File: src/rtl/boot_run_ctrl.sv
// Boot-and-run controller: streams IM/DM images over a valid/ready port while
// holding the CPU in reset, then runs it until halt or cycle budget expiry.
module boot_run_ctrl #(
    parameter int DATA_W = 32,
    parameter int IM_AW  = 10,
    parameter int DM_AW  = 10,
    parameter int CNT_W  = 32
) (
    input  logic              clk,
    input  logic              rst,
    input  logic              start,
    input  logic              load_dm_en,
    input  logic [CNT_W-1:0]  run_budget,
    input  logic              ld_valid,
    output logic              ld_ready,
    input  logic [DATA_W-1:0] ld_data,
    input  logic              ld_last,
    input  logic              cpu_halt,
    output logic              im_we,
    output logic [IM_AW-1:0]  im_addr,
    output logic              dm_we,
    output logic [DM_AW-1:0]  dm_addr,
    output logic [DATA_W-1:0] mem_wdata,
    output logic              cpu_rst,
    output logic              busy,
    output logic              done,
    output logic              timeout,
    output logic              trunc,
    output logic [CNT_W-1:0]  cycles
);

    typedef enum logic [2:0] {IDLE, LOAD_IM, LOAD_DM, RUN, DONE} state_t;

    state_t             state;
    logic [IM_AW-1:0]   im_cnt;
    logic [DM_AW-1:0]   dm_cnt;
    logic               dm_en_q;
    logic [CNT_W-1:0]   budget_q;
    logic               accept;
    logic               budget_exit;

    assign accept      = ld_valid && ld_ready;
    // budget_q is never zero, so budget_q-1 cannot underflow
    assign budget_exit = (cycles == budget_q - CNT_W'(1));

    always_ff @(posedge clk or negedge rst) begin
        if (!rst) begin
            state     <= IDLE;
            im_cnt    <= '0;
            dm_cnt    <= '0;
            dm_en_q   <= 1'b0;
            budget_q  <= CNT_W'(1);
            ld_ready  <= 1'b0;
            im_we     <= 1'b0;
            im_addr   <= '0;
            dm_we     <= 1'b0;
            dm_addr   <= '0;
            mem_wdata <= '0;
            cpu_rst   <= 1'b1;
            busy      <= 1'b0;
            done      <= 1'b0;
            timeout   <= 1'b0;
            trunc     <= 1'b0;
            cycles    <= '0;
        end else begin
            im_we <= 1'b0;
            dm_we <= 1'b0;
            case (state)
                IDLE, DONE: begin
                    if (start) begin
                        state    <= LOAD_IM;
                        ld_ready <= 1'b1;
                        busy     <= 1'b1;
                        done     <= 1'b0;
                        timeout  <= 1'b0;
                        trunc    <= 1'b0;
                        cycles   <= '0;
                        im_cnt   <= '0;
                        dm_cnt   <= '0;
                        dm_en_q  <= load_dm_en;
                        budget_q <= (run_budget == '0) ? CNT_W'(1) : run_budget;
                    end
                end
                LOAD_IM: begin
                    if (accept) begin
                        im_we     <= 1'b1;
                        im_addr   <= im_cnt;
                        mem_wdata <= ld_data;
                        im_cnt    <= im_cnt + IM_AW'(1);
                        if (ld_last || im_cnt == '1) begin
                            if (!ld_last) trunc <= 1'b1;
                            if (dm_en_q) begin
                                state <= LOAD_DM;
                            end else begin
                                state    <= RUN;
                                ld_ready <= 1'b0;
                                cpu_rst  <= 1'b0;
                            end
                        end
                    end
                end
                LOAD_DM: begin
                    if (accept) begin
                        dm_we     <= 1'b1;
                        dm_addr   <= dm_cnt;
                        mem_wdata <= ld_data;
                        dm_cnt    <= dm_cnt + DM_AW'(1);
                        if (ld_last || dm_cnt == '1) begin
                            if (!ld_last) trunc <= 1'b1;
                            state    <= RUN;
                            ld_ready <= 1'b0;
                            cpu_rst  <= 1'b0;
                        end
                    end
                end
                RUN: begin
                    // halt takes priority over budget expiry, so timeout only on budget-only exit
                    if (cpu_halt || budget_exit) begin
                        state   <= DONE;
                        timeout <= !cpu_halt;
                        busy    <= 1'b0;
                        done    <= 1'b1;
                        cpu_rst <= 1'b1;
                    end else if (cycles != '1) begin
                        cycles <= cycles + CNT_W'(1);
                    end
                end
                default: state <= IDLE;
            endcase
        end
    end

endmodule
File: config.mk
export PLATFORM = sky130hd
export DESIGN_NAME = boot_run_ctrl
export DESIGN_NICKNAME = d
export VERILOG_FILES = /design/src/rtl/boot_run_ctrl.sv
export SDC_FILE = /design/constraint.sdc
export NUM_CORES = 1
export LEC_CHECK = 0
export ABC_AREA = 0
export CAP_MARGIN = 20
export CORE_ASPECT_RATIO = 0.9
export CORE_MARGIN = 2
export CORE_UTILIZATION = 40
export DETAILED_ROUTE_END_ITERATION = 10
export DONT_BUFFER_PORTS = 1
export MAX_ROUTING_LAYER = met4
export SLEW_MARGIN = 20
export SYNTH_ARGS = -nofsm -noshare
export SYNTH_HDL_FRONTEND = slang
export SYNTH_SLANG_ARGS = --single-unit
File: constraint.sdc
create_clock -name clk -period 3 [get_ports clk]
set_input_delay 0.45 -clock clk [delete_from_list [all_inputs] [get_ports clk]]
set_output_delay 0.45 -clock clk [all_outputs]
set_load 0.1 [all_outputs]
==> results.rst <==
.. list-table::
   :header-rows: 1

   * - Metric
     - Value
   * - Ant diodes
     - 0
   * - Synthesized netlist net count
     - 882
   * - Global-route wire length before repair
     - 32900 um
   * - Top-area cell type share of the netlist area
     - 47.6%
   * - Inserted Clock Buffers
     - 17
   * - First-pass detailed-route iteration total
     - 4
   * - Proportion of synthesized chip area in sequential cells
     - 48.3%
   * - Sequential power share
     - 48.2%
   * - Type of element capturing the critical path
     - flop
   * - Largest net degree at the start of global routing
     - 149
   * - Clock latency at the later pin of the worst-skew pair
     - 0.43 ns
   * - Fraction of power consumed by combinational cells
     - 31.0%
   * - Post-synthesis instance area
     - 7670 sq um
   * - Total track usage
     - 21.6%
   * - Number of input and output port buffers inserted
     - 0
   * - CTS tree
     - yes
   * - Worst Setup Start Kind
     - flop
   * - Setup WS pre-CTS
     - -0.280 ns
   * - Worst Max-Slew Pin Slew
     - 0.953 ns
   * - Hold slack
     - -0.283 ns
   * - Category of the most critical setup path
     - reg2reg
   * - Clock buffer depth
     - 2
   * - Placed wire-length estimate after detailed placement
     - 14800 um
   * - Via count of the routed design
     - 6372
   * - Max cap viols
     - 0
   * - Xor/xnor cell area share of the yosys netlist
     - 6.62%
   * - Number of filler instances in the final layout
     - 1759
   * - Final Hold Fails
     - 148
   * - Length of routed met3 wiring
     - 1480 um
   * - Post-route worst setup slack
     - -0.196 ns
   * - Share of the synthesized area in compound gates (AO/OA/AOI/OAI)
     - 9.07%
   * - Largest fanout of any net on the critical path
     - 7
   * - Maximum clock frequency
     - 0.313 GHz
   * - Critical path, cell by cell
     - or4_4, buf_6, o31a_1, or3_4, a31oi_4, a211oi_2, nand4_2, nor2_4, buf_6, clkbuf_16, or4_4, a21oi_1
   * - Worst IR drop on VDD
     - 1210 uV
   * - Rel. slew slack
     - 36.5%
   * - Share of synthesized flip-flops with an asynchronous set or reset
     - 100%
   * - Final weighted congestion in routability-driven placement
     - 0.867
   * - Setup TNS after final layout
     - -2.71 ns
   * - Post-synth top area cell
     - sky130_fd_sc_hd__dfrtp_1
   * - Class of the tightest hold or removal check
     - in2async
   * - Final worst path period need
     - 3.20 ns
   * - Avg Cell Area, Syn
     - 9.50 sq um
   * - Syn Inst Count
     - 807
   * - Total number of yosys warnings
     - 0
   * - Master cell of the clock root buffer
     - sky130_fd_sc_hd__clkbuf_16
   * - Via count of the first global-routing pass
     - 6076
   * - Area enclosed by the die boundary
     - 20300 sq um
   * - Leak pwr
     - 4.21 nW
   * - Top sig layer
     - met4
   * - Clk pwr share
     - 20.8%
   * - Area growth from synthesis to layout
     - 24.7%
   * - Clock transition at the registers of the reported paths
     - 0.07 ns
   * - Post-DP Area
     - 8600 sq um
   * - Unrepaired setup endpoints after global routing
     - yes
   * - Site row count
     - 48
   * - Die Span X
     - 150 um
   * - Initial antenna violation count
     - 0
   * - Data required time of the critical path
     - 3.35 ns
   * - Fraction of final layout cells sized beyond drive strength 1
     - 29.0%
   * - Cell-internal power
     - 5.13 mW
   * - Highest-delay cell along the critical path
     - sky130_fd_sc_hd__or4_4
   * - Leading post-synthesis cells by cell area
     - sky130_fd_sc_hd__dfrtp_1 (48%), sky130_fd_sc_hd__nand2_1 (7.8%), sky130_fd_sc_hd__mux2_2 (6.3%)
   * - Run status
     - complete, but fails checks
   * - Cell area power density
     - 1080 nW/um^2
   * - Post-Synth Adder-Cell Area
     - 0.653%
   * - Share of the clock period used by the worst path after layout
     - 107%
   * - H-tree level count
     - 4
   * - Wire length on met1
     - 10200 um
   * - Synthesized-area fraction occupied by and/or/nand/nor cells
     - 25.3%
   * - Remaining antenna violation count after routing
     - 0
   * - Aggregate routed wire length
     - 20900 um
   * - Post-route DRC violation count
     - 0
   * - DRC violation total after the first TritonRoute iteration
     - 370
   * - Overall power
     - 10.3 mW
   * - Net count, final
     - 977
   * - Post-DR vias/cell
     - 5.47
   * - Multiplexer area fraction after synthesis
     - 6.70%
   * - Max-slew violations
     - 0
   * - Die Y
     - 135 um
   * - Final design instance area without fill
     - 9570 sq um
   * - Finish-stage setup viols
     - 35
   * - Violations in the final reports
     - negative hold slack, negative setup slack
   * - Global-route congestion overflow total
     - 0
   * - Number of unique standard cell types used by synthesis
     - 70
   * - Switch share
     - 50.2%
   * - Core Util, Final
     - 50.4%
   * - Delay of the slowest cell on the worst path
     - 0.54 ns
   * - EDFF count, synth
     - 0
   * - Clk sink count
     - 148
   * - Initial Util
     - 40.4%
   * - Met2 wire length
     - 8910 um
   * - Most used DFF post-synth
     - sky130_fd_sc_hd__dfrtp_1
   * - Arrival time worst endpoint
     - 3.55 ns
   * - Final routed wire length divided by cell count
     - 18.0 um
   * - Number of top-level pins
     - 163
   * - Worst setup skew after layout
     - 0.0107 ns
   * - Dominant combinational cell family by area after synthesis
     - simple AND/OR/NAND/NOR gates
   * - Number of storage elements in the synthesis netlist
     - 148
   * - Power spent charging and discharging nets
     - 5.18 mW
   * - Standard cell core area
     - 19000 sq um
[cell usage after synthesis, types with 4 or more instances]
master / n
sky130_fd_sc_hd__o21ai_0: 33
sky130_fd_sc_hd__clkbuf_1: 26
sky130_fd_sc_hd__xor2_1: 25
sky130_fd_sc_hd__dfrtp_1: 146
sky130_fd_sc_hd__or4_1: 14
sky130_fd_sc_hd__xnor2_1: 33
sky130_fd_sc_hd__mux2_2: 43
sky130_fd_sc_hd__a21oi_1: 35
sky130_fd_sc_hd__a31oi_1: 6
sky130_fd_sc_hd__o31ai_1: 13
sky130_fd_sc_hd__nand2_1: 160
sky130_fd_sc_hd__or3_1: 25
sky130_fd_sc_hd__nand3_1: 27
sky130_fd_sc_hd__nor2_1: 46
sky130_fd_sc_hd__nand4_1: 23
sky130_fd_sc_hd__nor3_1: 20
sky130_fd_sc_hd__inv_1: 13
sky130_fd_sc_hd__buf_1: 4
sky130_fd_sc_hd__nor4_1: 27
sky130_fd_sc_hd__ha_1: 4
sky130_fd_sc_hd__and3_1: 14
[worst max-delay path: cells and delay by family (launching register included)]
family	cells	cell delay (ns)
buffers and inverters	3	0.43
AOI/OAI and AO/OA	4	0.66
DFF	1	0.41
and+or+nand+nor	5	1.61
[through the flow]
stage / hold slack (ns) / cells
after global routing: -0.306 / 1165
after detailed placement: 0.165 / 1119
after global placement: 0.165 / 1119
final: -0.283 / 1165
after CTS: -0.297 / 1159
after floorplan: 0.154 / 807
[cell families after synthesis]
logic type,Yosys count
mux,46
buf+inv,52
fa+ha+maj,4
simple gates,386
xor+xnor,58
compound gates,113
flops,148
[routing by layer]
metal	GRT usage, %	vias to the layer above
met2	29.7	195
met4	6.13	0
met1	30.8	3079
li1	-	3068
met3	6.46	30
met5	-	-
[registers in the layout, indices dropped and copies added, names as in the netlist]
name,count
im_cnt,10
cpu_rst,1
done,1
im_addr,10
im_we,1
state,3
mem_wdata,32
dm_we,1
trunc,1
ld_ready,1
timeout,1
busy,1
cycles,32
dm_addr,10
dm_cnt,10
dm_en_q,1
budget_q,32
[power by group through the flow]
stage,registers [mW],logic [mW],clock network (mW)
6_report,4.97,3.19,2.14
5_1_grt,5.06,3.50,2.29
4_1_cts,4.97,3.10,2.19
3_5_place_dp,4.99,2.96,0
3_3_place_gp,4.99,2.93,0
2_1_floorplan,5.03,1.81,0
[cell usage in the layout, fill, tap and decap left out, drive strengths merged, types with 2 or more instances in the layout]
| master | count |
|---|---|
| dfstp | 2 |
| nand3 | 28 |
| xor2 | 25 |
| or3 | 27 |
| mux2i | 3 |
| a31o | 2 |
| and2 | 2 |
| nor3 | 21 |
| nor4b | 3 |
| nor2 | 47 |
| clkinv | 5 |
| a21oi | 35 |
| o31a | 2 |
| nand3b | 3 |
| a211oi | 3 |
| inv | 22 |
| nand2 | 160 |
| a31oi | 6 |
| or4b | 3 |
| nor3b | 3 |
| ha | 4 |
| o31ai | 13 |
| or4 | 14 |
| nor2b | 3 |
| a22oi | 2 |
| o21ai | 35 |
| xnor2 | 33 |
| o211ai | 3 |
| buf | 114 |
| clkbuf | 18 |
| mux2 | 43 |
| dfrtp | 146 |
| and3 | 15 |
| nor4 | 28 |
| a32o | 2 |
| nand4 | 24 |
[final cells by class]
class	count	area, sq um	area share, %
clock buffer	17	425	4.45
inverter	13	48.8	0.510
multi-input combinational	607	3940	41.2
clock inverter	15	178	1.86
sequential	148	3730	39.0
tap	250	313	3.27
timing repair buffer	115	933	9.76
[what timing repair did]
action	4_1_cts	5_1_grt
buffers inserted	7	7
setup endpoints to repair	39	39
pin swaps	6	26
cloned	1	1
gates resized for setup	25	32
endpoints found under the hold margin	148	148
[worst paths after layout]
check                           cells after the start  slack (ns)                     from               endpoint
worst max-delay path                               12       -0.20  budget_q[1]$_DFFE_PN0P_  cycles[8]$_DFFE_PN0P_
worst min-delay path                                0       -0.28                      rst  cycles[7]$_DFFE_PN0P_
worst max register to register                     12       -0.20  budget_q[1]$_DFFE_PN0P_  cycles[8]$_DFFE_PN0P_
worst min register to register                      2        0.51      dm_en_q$_DFFE_PN0P_    dm_en_q$_DFFE_PN0P_
max in group asynchronous                           0        3.01                      rst    cpu_rst$_DFFE_PN1P_
min in group clk                                    1        0.11                 cpu_halt    timeout$_DFFE_PN0P_
No activity file was read; power rests on OpenSTA's default activity.
